--- src/rtl/param_bit_counter.sv ---
// Multi-mode bit counter: popcount of ones/zeros, leading or trailing zeros of a WIDTH-bit operand.
// Controller/datapath in one always_ff; start/done level handshake, one bit examined per clock.
module param_bit_counter #(
  parameter int WIDTH = 8,
  parameter int RW    = $clog2(WIDTH + 1)
) (
  input  logic             clock,
  input  logic             reset_b,
  input  logic             start,
  input  logic [WIDTH-1:0] data_in,
  input  logic [1:0]       mode,
  output logic             busy,
  output logic             done,
  output logic [RW-1:0]    result
);

  typedef enum logic [1:0] {S_IDLE, S_RUN, S_DONE} state_t;

  localparam logic [RW-1:0] FULL = RW'(WIDTH);
  localparam logic [RW-1:0] ONE  = RW'(1);

  state_t           state;
  logic [WIDTH-1:0] sreg;
  logic [1:0]       mode_q;

  always_ff @(posedge clock or negedge reset_b) begin
    if (!reset_b) begin
      state  <= S_IDLE;
      sreg   <= '0;
      mode_q <= 2'b00;
      result <= '0;
      busy   <= 1'b0;
      done   <= 1'b0;
    end else begin
      case (state)
        S_IDLE: begin
          if (start) begin
            // zero-popcount reuses the ones datapath on the inverted operand
            sreg   <= (mode == 2'b01) ? ~data_in : data_in;
            mode_q <= mode;
            result <= '0;
            state  <= S_RUN;
            busy   <= 1'b1;
          end
        end
        S_RUN: begin
          case (mode_q)
            2'b00, 2'b01: begin
              if (sreg == '0) begin
                state <= S_DONE;
                busy  <= 1'b0;
                done  <= 1'b1;
              end else begin
                result <= result + {{(RW-1){1'b0}}, sreg[0]};
                sreg   <= sreg >> 1;
              end
            end
            2'b11: begin
              if (sreg == '0) begin
                result <= FULL;
                state  <= S_DONE;
                busy   <= 1'b0;
                done   <= 1'b1;
              end else if (sreg[0]) begin
                state <= S_DONE;
                busy  <= 1'b0;
                done  <= 1'b1;
              end else begin
                result <= result + ONE;
                sreg   <= sreg >> 1;
              end
            end
            default: begin
              if (sreg == '0) begin
                result <= FULL;
                state  <= S_DONE;
                busy   <= 1'b0;
                done   <= 1'b1;
              end else if (sreg[WIDTH-1]) begin
                state <= S_DONE;
                busy  <= 1'b0;
                done  <= 1'b1;
              end else begin
                result <= result + ONE;
                sreg   <= sreg << 1;
              end
            end
          endcase
        end
        S_DONE: begin
          if (!start) begin
            state <= S_IDLE;
            done  <= 1'b0;
          end
        end
        default: begin
          state <= S_IDLE;
          busy  <= 1'b0;
          done  <= 1'b0;
        end
      endcase
    end
  end

endmodule

--- config.mk ---
export PLATFORM = sky130hd
export DESIGN_NAME = param_bit_counter
export DESIGN_NICKNAME = d
export VERILOG_FILES = /design/src/rtl/param_bit_counter.sv
export SDC_FILE = /design/constraint.sdc
export NUM_CORES = 1
export LEC_CHECK = 0
export BUFFER_PORTS_ARGS = -buffer_cell sky130_fd_sc_hd__buf_2
export CAP_MARGIN = 20
export CORE_MARGIN = 2
export CORE_UTILIZATION = 60
export DETAILED_ROUTE_END_ITERATION = 7
export GPL_ROUTABILITY_DRIVEN = 0
export PLACE_DENSITY = 0.91
export SYNTH_ARGS = -nofsm -noshare
export SYNTH_HDL_FRONTEND = slang
export SYNTH_SLANG_ARGS = --single-unit
--- constraint.sdc ---
create_clock -name clock -period 2.6 [get_ports clock]
set_input_delay 0.65 -clock clock [delete_from_list [all_inputs] [get_ports clock]]
set_output_delay 0.65 -clock clock [all_outputs]
set_load 0.01 [all_outputs]
==> flow_summary_export.csv <==
group,metric,value,unit
outcome,outcome,"complete, no violations",
floorplanning,top_level_ports,19,
timing,timing_worst_slew_pin_value,649,ps
clock_network,clock_tree.htree_level_count,1,
setup_path,worstSetupEndpointType,"register",
yosys,synth_mux_area_share,3.48,%
yosys,postSynthCellCount,141,
setup_path,critical_path_required,2810,ps
timing,max-slew-margin-rel,56.3,%
yosys,synthesis.area,0.00126,mm2
layout,areaGrowthSynthToFinish,9.05,%
detailed_routing,number_of_drc_markers_in_iteration_0,70,
timing,slew_violations,0,
detailed_routing,via_density_per_instance,6.30,
floorplanning,site_row_count,16,
placement,port_buffers,18,
min_path,hp-class,"in2async",
detailed_routing,route.final.wire_length,2780,um
clock_network,cts_tree,"built",
grt,number_of_antenna_violations_at_the_first_check_in_global_routing,0,
detailed_routing,routed-via-count,1147,
floorplanning,initial_core_utilization,64.2,%
floorplanning,coreArea,0.00196,mm2
clock_network,cts-buffers-inserted,3,
layout,layout.filler_cells,165,
timing,skew,9.20,ps
yosys,synth_warnings,0,
timing,period_needed,2020,ps
yosys,most_frequent_cell_after_synthesis,"sky130_fd_sc_hd__dfrtp_1",
setup_path,critPathTopFamily,"simple AND/OR/NAND/NOR gates",
grt,maximum_number_of_pins_on_one_net_before_global_route_repair,19,
clock_network,clk-insertion-delay-late,300,ps
clock_network,clock_tree.root_cell,"sky130_fd_sc_hd__clkbuf_4",
clock_network,cts-hold-fix-buffers,0,
timing,finalWorstSetupSlack,581,ps
setup_path,startpoint,"sreg[0]$_DFFE_PN0P_",
grt,grtUsageTotal,24.7,%
yosys,synth-async-reset-ratio,100,%
yosys,synth_seq_cells,18,
detailed_routing,final_antenna_net_count,0,
grt,global_route.overflow_total,0,
power_and_ir_drop,leakagePower,0.576,nW
timing,hold_viol_final,0,
layout,insertedDiodeCount,0,
run,cap_violations,0,
power_and_ir_drop,pwr_per_cell_area,1180,mW/mm2
clock_network,clock_tree.buffer_depth,2,
layout,layout.cells.non_filler,182,
floorplanning,die_width,49.8,um
timing,setup_violations,0,
yosys,post_synthesis_compound_gate_area_fraction,29.4,%
yosys,yosysSeqAreaShare,35.8,%
clock_network,clock-sinks,18,
yosys,synthSimpleGateAreaFrac,17.1,%
setup_path,setup.reg_to_reg.worst_slack,580,ps
yosys,postSynth.topFlopCell,"sky130_fd_sc_hd__dfrtp_1",
setup_path,critical_path_arrival,2230,ps
setup_path,reg2regPathDepth,4,
yosys,syn-mean-instance-area,8.93,um2
yosys,ranking_of_synthesized_cells_by_area,"sky130_fd_sc_hd__dfrtp_1, sky130_fd_sc_hd__o21ai_0, sky130_fd_sc_hd__a221oi_1",
clock_network,post_cts.repair.setup_buffers,0,
yosys,synth_area_leader_cell,"sky130_fd_sc_hd__dfrtp_1",
power_and_ir_drop,max-vdd-ir-drop,0.601,mV
yosys,yosysTopAreaCellShare,35.8,%
grt,wire_length_of_the_first_global_routing_pass,4710,um
floorplanning,design.die.area,0.00248,mm2
setup_path,worst_r2r_endpoint,"sreg[1]$_DFFE_PN0P_",
grt,first_global_vias,1088,
yosys,main_combinational_cell_family_by_area_after_synthesis,"compound AO/OA/AOI/OAI gates",
detailed_routing,post-route-drc-count,0,
yosys,post_synth_xor_xnor_area,6.26,%
yosys,synth-edff-count,0,
layout,finish.net_count,173,
clock_network,cts_repair_resize_count,0,
clock_network,clkTransAtPathRegs,110,ps
floorplanning,die_height,49.8,um
setup_path,crit_path_end,"sreg[1]$_DFFE_PN0P_",
yosys,synth_top_cells_by_count,"sky130_fd_sc_hd__dfrtp_1, sky130_fd_sc_hd__o21ai_0, sky130_fd_sc_hd__nor2_1",
setup_path,crit_path_start_kind,"register",
setup_path,crit_type,"reg2reg",
timing,final.hold.worst_slack,261,ps
setup_path,critical_path.max_fanout,9,
setup_path,critical_path_cell_count,4,
yosys,post_synth_num_cell_types,41,
timing,max_clock_freq,0.495,GHz
timing,rsz0062_at_grt,"no",
layout,final_core_util,70.0,%
detailed_routing,drt_pass1_iterations,4,
timing,final_setup_tns,0,ps
layout,post_route_cells_drive_above_1_share,19.4,%
placement,numPlacedInstances,179,
placement,detailed_place_hpwl,2100,um
setup_path,slowest_delay,700,ps
timing,finalCritPeriodShare,77.6,%
detailed_routing,detail_route.wl_per_cell,15.3,um
setup_path,timing.critical_path.buf_inv,0,
yosys,number_of_nets_in_the_synthesized_netlist,157,
setup_path,cells_along_the_critical_path,"or4_1 -> nor3_1 -> o21ai_0 -> o31ai_1",
setup_path,reg2reg_from,"sreg[0]$_DFFE_PN0P_",
setup_path,cp_slowest_cell,"sky130_fd_sc_hd__or4_1",
yosys,synthAdderAreaFrac,2.98,%
placement,post_place_setup_slack,614,ps
==> placed cells by master (no fill, tap or decap), drive strengths merged, types with 2 or more instances in the layout <==
cell type,Yosys,routed
buf,4,19
dfrtp,18,18
o21ai,15,15
nor2,11,11
a21oi,9,9
nand2,8,8
o31ai,8,8
a221oi,8,8
xnor2,8,8
inv,6,6
nor2b,3,3
nand3,3,3
nand2b,3,3
mux2,3,3
ha,3,3
clkbuf,4,3
and2,2,2
or4,2,2
nand4b,2,2
nor4,2,2
o22ai,2,2
o211ai,2,2
==> worst reg2reg max path: stages, from the launching register on <==
cell and delay [ps]:
sky130_fd_sc_hd__dfrtp_1 480, sky130_fd_sc_hd__or4_1 700, sky130_fd_sc_hd__nor3_1 480, sky130_fd_sc_hd__o21ai_0 170, sky130_fd_sc_hd__o31ai_1 100
==> cells by family (layout without fill, tap and decap cells) <==
kind of cell	Yosys count	after routing
AO/OA/AOI/OAI	54	54
adder cells (fa/ha/maj)	3	3
multiplexers	4	4
flip-flops	18	18
buffers and inverters	14	28
XOR/XNOR	9	9
AND/OR/NAND/NOR	39	39
==> metrics by stage <==
stage               cell area, um2  total power [W]
global route                  1370          0.00177
CTS                           1370          0.00161
finish                        1370          0.00162
floorplan                     1260          0.00125
detailed placement            1350          0.00147
global placement              1350          0.00143
==> state kept, by name, summed over array words and instances (netlist names) <==
signal / cells
busy: 1
done: 1
mode_q: 2
result: 4
sreg: 8
state: 2
==> where the power goes <==
part	leakage, nW	switching, W	internal [W]
Combinational	0.340	0.000489	0.000368
Sequential	0.222	0.000203	0.000413
Clock	0.0138	0.0000887	0.0000541
==> layout make-up <==
cell class                      count  area, um2  area share (%)
Multi-Input combinational cell    109        746            54.3
Tap cell                           27       33.8            2.46
Inverter                            6       22.5            1.64
Timing Repair Buffer               19       97.6            7.11
Clock buffer                        3       22.5            1.64
Sequential cell                    18        450            32.8
==> metal layers <==
layer / vias up / share of wire (%) / global-route usage, %
met1: 530 / 43 / 29.9
met5: - / 0 / 0
met4: 0 / 1.2 / 11.1
met2: 45 / 51 / 42.4
met3: 5 / 4.6 / 4.24
li1: 567 / - / -
==> worst min path at each step <==
| stage | slack, ps | endpoint | depth (start not counted) |
|---|---|---|---|
| after floorplan | 350 | busy$_DFFE_PN0P_ | 0 |
| after global placement | 490 | done$_DFFE_PN0P_ | 2 |
| after detailed placement | 500 | done$_DFFE_PN0P_ | 2 |
| after CTS | 270 | result[2]$_DFFE_PN0P_ | 1 |
| after global routing | 290 | busy$_DFFE_PN0P_ | 1 |
| final | 260 | result[2]$_DFFE_PN0P_ | 1 |
No activity file was read; power rests on OpenSTA's default activity.
